File: src/rtl/event_indicator.sv
// Multi-channel event pulse stretcher: rising-edge triggers become fixed-length
// indicator pulses, with optional retrigger, saturating event counters and clear.
module event_indicator #(
    parameter int CHANNELS    = 2,
    parameter int HOLD_CYCLES = 50000000,
    parameter int RETRIGGER   = 0
) (
    input  logic                  clk,
    input  logic                  reset,
    input  logic [CHANNELS-1:0]   trig,
    input  logic [CHANNELS-1:0]   enable,
    input  logic                  clear,
    output logic [CHANNELS-1:0]   led,
    output logic [CHANNELS-1:0]   start_pulse,
    output logic                  any_active,
    output logic [8*CHANNELS-1:0] event_count
);

    localparam int            CW        = (HOLD_CYCLES > 1) ? $clog2(HOLD_CYCLES) : 1;
    localparam logic [CW-1:0] HOLD_LOAD = CW'(HOLD_CYCLES - 1);

    typedef enum logic {
        IDLE   = 1'b0,
        ACTIVE = 1'b1
    } state_t;

    state_t              state_q [CHANNELS];
    state_t              state_d [CHANNELS];
    logic [CW-1:0]       cnt_q   [CHANNELS];
    logic [CW-1:0]       cnt_d   [CHANNELS];
    logic [7:0]          count_q [CHANNELS];
    logic [7:0]          count_d [CHANNELS];
    logic [CHANNELS-1:0] trig_q;
    logic [CHANNELS-1:0] accept;
    logic [CHANNELS-1:0] led_d;
    logic [CHANNELS-1:0] start_d;

    // clear outranks a coincident rise: it is neither counted nor started
    assign accept = trig & ~trig_q & enable & {CHANNELS{~clear}};

    always_comb begin
        for (int i = 0; i < CHANNELS; i++) begin
            // NOTE: every combinational output gets a default first so no path leaves it unassigned (no latch).
            state_d[i] = state_q[i];
            cnt_d[i]   = cnt_q[i];
            count_d[i] = count_q[i];
            start_d[i] = 1'b0;

            if (clear) begin
                state_d[i] = IDLE;
                cnt_d[i]   = '0;
                count_d[i] = '0;
            end else begin
                if (accept[i] && count_q[i] != 8'hFF) begin
                    count_d[i] = count_q[i] + 8'd1;
                end
                case (state_q[i])
                    IDLE: begin
                        if (accept[i]) begin
                            state_d[i] = ACTIVE;
                            cnt_d[i]   = HOLD_LOAD;
                            start_d[i] = 1'b1;
                        end
                    end
                    ACTIVE: begin
                        // a retrigger wins even on the final (cnt == 0) cycle
                        if (accept[i] && RETRIGGER != 0) begin
                            cnt_d[i] = HOLD_LOAD;
                        end else if (cnt_q[i] != '0) begin
                            cnt_d[i] = cnt_q[i] - CW'(1);
                        end else begin
                            state_d[i] = IDLE;
                        end
                    end
                    default: state_d[i] = IDLE;
                endcase
            end
            led_d[i] = (state_d[i] == ACTIVE);
        end
    end

    always_ff @(posedge clk or negedge reset) begin
        if (!reset) begin
            // NOTE: the per-channel arrays are plain flops, not RAM, so resetting them is intended.
            for (int i = 0; i < CHANNELS; i++) begin
                state_q[i] <= IDLE;
                cnt_q[i]   <= '0;
                count_q[i] <= '0;
            end
            trig_q      <= '0;
            led         <= '0;
            start_pulse <= '0;
            any_active  <= 1'b0;
        end else begin
            // NOTE: non-blocking assignments so every flop samples pre-edge values.
            for (int i = 0; i < CHANNELS; i++) begin
                state_q[i] <= state_d[i];
                cnt_q[i]   <= cnt_d[i];
                count_q[i] <= count_d[i];
            end
            trig_q      <= trig;
            led         <= led_d;
            start_pulse <= start_d;
            any_active  <= |led_d;
        end
    end

    for (genvar g = 0; g < CHANNELS; g++) begin : g_count
        assign event_count[8*g +: 8] = count_q[g];
    end

endmodule

File: config.mk
export PLATFORM = sky130hd
export DESIGN_NAME = event_indicator
export DESIGN_NICKNAME = d
export VERILOG_FILES = /design/src/rtl/event_indicator.sv
export SDC_FILE = /design/constraint.sdc
export NUM_CORES = 1
export LEC_CHECK = 0
export BUFFER_PORTS_ARGS = -buffer_cell sky130_fd_sc_hd__buf_4
export CAP_MARGIN = 20
export CORE_MARGIN = 5
export CORE_UTILIZATION = 45
export DETAILED_ROUTE_END_ITERATION = 7
export HOLD_SLACK_MARGIN = 0.12
export PLACE_DENSITY = 0.74
export SLEW_MARGIN = 10
export SYNTH_ARGS = -nofsm -noshare
export SYNTH_HDL_FRONTEND = slang
export SYNTH_SLANG_ARGS = --single-unit
File: constraint.sdc
create_clock -name clk -period 5.87 [get_ports clk]
set_input_delay 1.761 -clock clk [delete_from_list [all_inputs] [get_ports clk]]
set_output_delay 1.761 -clock clk [all_outputs]
set_load 0.005 [all_outputs]
==> reports/qor.log <==
[run_status] run status finished, final reports clean
[detailed_routing] DRC 0
[cts] CTS tree done
[cts] Root Buffer Master sky130_fd_sc_hd__clkbuf_8
[cts] total number of clock tree sinks 75
[place] instance count after placement with tap cells included 598
[cts] cts hold-fix bufs 0
[global_route] initial antenna violation count 0
[floorplan] top-level I/O count 28
[place] Buffers on Ports 27
[power_and_ir_drop] P per Cell Area 275 nW/um2
[logic_synthesis] number of synthesized flops with an enable pin 0
[floorplan] number of rows in the core area 35
[layout] fraction of layout cells with a size suffix above 1 13.2%
[logic_synthesis] area share of the largest cell type after synthesis 43.6%
[cts] number of buffers added for setup after CTS 0
[timing] Min Clock Period, post-route 3.64 ns
[cts] CTS buffer count 9
[logic_synthesis] dominant cells by area after synthesis sky130_fd_sc_hd__dfrtp_1 (44%), sky130_fd_sc_hd__nor2_1 (4.0%), sky130_fd_sc_hd__a311oi_1 (3.5%)
[floorplan] DIE HEIGHT 108 um
[detailed_routing] routed length per instance 16.5 um
[global_route] GRT Total Usage 18.3%
[cts] buffers from clock root to sink, at most 2
[timing] Hold Violations, Final 0
[floorplan] effective utilization at floorplan 46.3%
[timing] skew final 0.0127 ns
[logic_synthesis] post-synthesis sequential area ratio 43.6%
[place] global placer's final weighted congestion 0.845
[global_route] wire length of the first global-routing pass 17.4 mm
[timing] slew at the pin closest to its max-slew limit 0.937 ns
[timing] setup repair after global routing missed its margin false
[timing] final count of negative-setup-slack endpoints 0
[critical_path] crit start category primary input
[timing] setup slack after layout 2.23 ns
[logic_synthesis] count of mapped cells out of synthesis 464
[timing] Fin Hold WS 0.522 ns
[layout] final standard cell count with taps included and fillers excluded 614
[min_path] Min-Delay Path Class reg2reg
[critical_path] required time worst endpoint 6.12 ns
[cts] post-cts gate resize count 0
[critical_path] critical path class in2reg
[detailed_routing] number of violations reported at the end of detailed-routing iteration 0 532
[cts] clock network latency to the later pin of the worst-skew pair 0.36 ns
[detailed_routing] via count of the routed design 3843
[floorplan] area inside the core boundary 9280 um2
[place] Post-Place Setup Slack 1.82 ns
[logic_synthesis] cell area after technology mapping 4300 um2
[global_route] vias in the first global route 3625
[logic_synthesis] #FFs+latches synth 75
[logic_synthesis] post-synthesis net count 475
[logic_synthesis] number of warnings printed during yosys synthesis 0
[global_route] aggregate global routing overflow 0
[logic_synthesis] Post-Syn Area per Cell 9.27 um2
[global_route] pin count of the biggest net entering global routing 76
[power_and_ir_drop] leak pwr 2.10 nW
[critical_path] worst path arrival time 3.89 ns
[place] hpwl dp 6.53 mm
[layout] final net count 491
[layout] utilization after layout 51.7%
[detailed_routing] post-route ant nets 0
[logic_synthesis] top_reg_cell synth sky130_fd_sc_hd__dfrtp_1
[detailed_routing] routed via count divided by cell count 6.26
[timing] tightest slew margin relative to the limit 37.5%
[power_and_ir_drop] largest voltage drop on the vdd net 0.156 mV
[detailed_routing] Pre-antenna DRT Iters 5
[layout] Ant. Diodes 0
[layout] area growth from synthesis to layout 11.5%
[logic_synthesis] unique cell type count in the Yosys netlist 68
[timing] portion of the clock cycle consumed by the worst path in the final layout 61.9%
[timing] Max Clk Rate 275 MHz
[critical_path] kind of capture point of the worst setup path flip-flop
[detailed_routing] final WL 10.1 mm
[run] Max-Cap Viols 0
[critical_path] Max FO, Critical Path 67
[cts] H-Tree Level Count 3
[floorplan] die width 108 um
[logic_synthesis] Yosys top cell by area sky130_fd_sc_hd__dfrtp_1
[timing] total negative setup slack 0 ns
[timing] number of slew-limit violations in the final report 0
[logic_synthesis] proportion of register bits with asynchronous set or reset after synthesis 100%
[cts] clk slew on worst S/H paths 0.08 ns
[floorplan] die area 11600 um2
report_power, final:
group	internal, mW	switching [mW]	leakage (nW)	total, mW
combinational	0.112	0.201	0.972	0.313
sequential	0.543	0.0372	1.02	0.580
clock	0.212	0.211	0.103	0.423
total	0.868	0.449	2.10	1.32
kinds of logic after synthesis:
kind of cell	synth area share [%]
compound gates	21.4
xor+xnor	2.85
fa+ha+maj	1.16
buf+inv	3.98
flops	43.6
mux	1.92
simple gates	25.1
cells in the final DEF, fill, tap and decap left out, drive strengths merged, types with 3 or more instances in the layout:
cell type,count
nand3,11
dfrtp,75
mux2i,6
buf,29
a22o,4
nor2,46
o2111ai,3
o21a,3
xor2,12
o21ai,16
o311ai,4
o32ai,4
o31ai,11
nor3b,6
a21oi,14
a21o,3
inv,22
a31oi,9
a311oi,17
clkbuf,10
and3,8
or4,5
nand2,32
or3,11
or2,4
nor2b,3
nor3,24
a31o,4
nand4,9
and2,5
ha,4
nor4,14
o41ai,4
o22ai,10
nand2b,6
critical path, cell delays in order:
cell	delay, ns
sky130_fd_sc_hd__buf_4	0.30
sky130_fd_sc_hd__nor4bb_1	0.43
sky130_fd_sc_hd__nor2_1	0.21
sky130_fd_sc_hd__a31oi_2	0.70
sky130_fd_sc_hd__o32ai_1	0.20
sky130_fd_sc_hd__a311oi_1	0.27
cells in the mapped netlist (10+ instances only):
| library cell | number |
|---|---|
| sky130_fd_sc_hd__a21oi_1 | 14 |
| sky130_fd_sc_hd__a311oi_1 | 17 |
| sky130_fd_sc_hd__clkbuf_1 | 18 |
| sky130_fd_sc_hd__dfrtp_1 | 75 |
| sky130_fd_sc_hd__inv_1 | 20 |
| sky130_fd_sc_hd__nand2_1 | 32 |
| sky130_fd_sc_hd__nand3_1 | 10 |
| sky130_fd_sc_hd__nor2_1 | 46 |
| sky130_fd_sc_hd__nor3_1 | 23 |
| sky130_fd_sc_hd__nor4_1 | 13 |
| sky130_fd_sc_hd__o21ai_0 | 14 |
| sky130_fd_sc_hd__o22ai_1 | 10 |
| sky130_fd_sc_hd__o31ai_1 | 11 |
| sky130_fd_sc_hd__or3_1 | 10 |
| sky130_fd_sc_hd__xor2_1 | 12 |
through the flow:
stage                     cell area [um2]  total power, mW
after global routing                 4800             1.39
after detailed placement             4590            0.896
after CTS                            4800             1.32
after global placement               4590            0.889
final                                4800             1.32
after floorplan                      4300            0.819
layout make-up:
| type | count | area (um2) |
|---|---|---|
| multi-input cells | 345 | 2250 |
| clock inverters | 6 | 72.6 |
| fillers | 867 | 4490 |
| clock buffers | 10 | 138 |
| flip-flops and latches | 75 | 1880 |
| inverters | 20 | 75.1 |
| well taps | 129 | 161 |
| repair buffers | 29 | 218 |
state kept, by name, indices dropped and copies added, names as in the netlist:
signal,cells
any_active,1
cnt_q,52
event_count,16
led,2
start_pulse,2
trig_q,2
path summary, 6_finish.rpt:
kind / slack (ns) / startpoint / endpoint / cells after the start
min reg2reg: 0.52 / cnt_q[22] / cnt_q[22] / 1
max: 2.23 / clear / cnt_q[23] / 6
max reg2reg: 2.91 / cnt_q[0] / cnt_q[21] / 7
min in group asynchronous: 1.55 / reset / cnt_q[5] / 1
max in group asynchronous: 3.72 / reset / cnt_q[48] / 1
min: 0.52 / cnt_q[22] / cnt_q[22] / 1
routing by layer:
metal	share of wire, %	GRT usage [%]
met5	0	0
met4	1.4	6.13
met3	5.4	3.00
met2	47	28.5
met1	47	25.8
(Power assumes the default switching activity.)
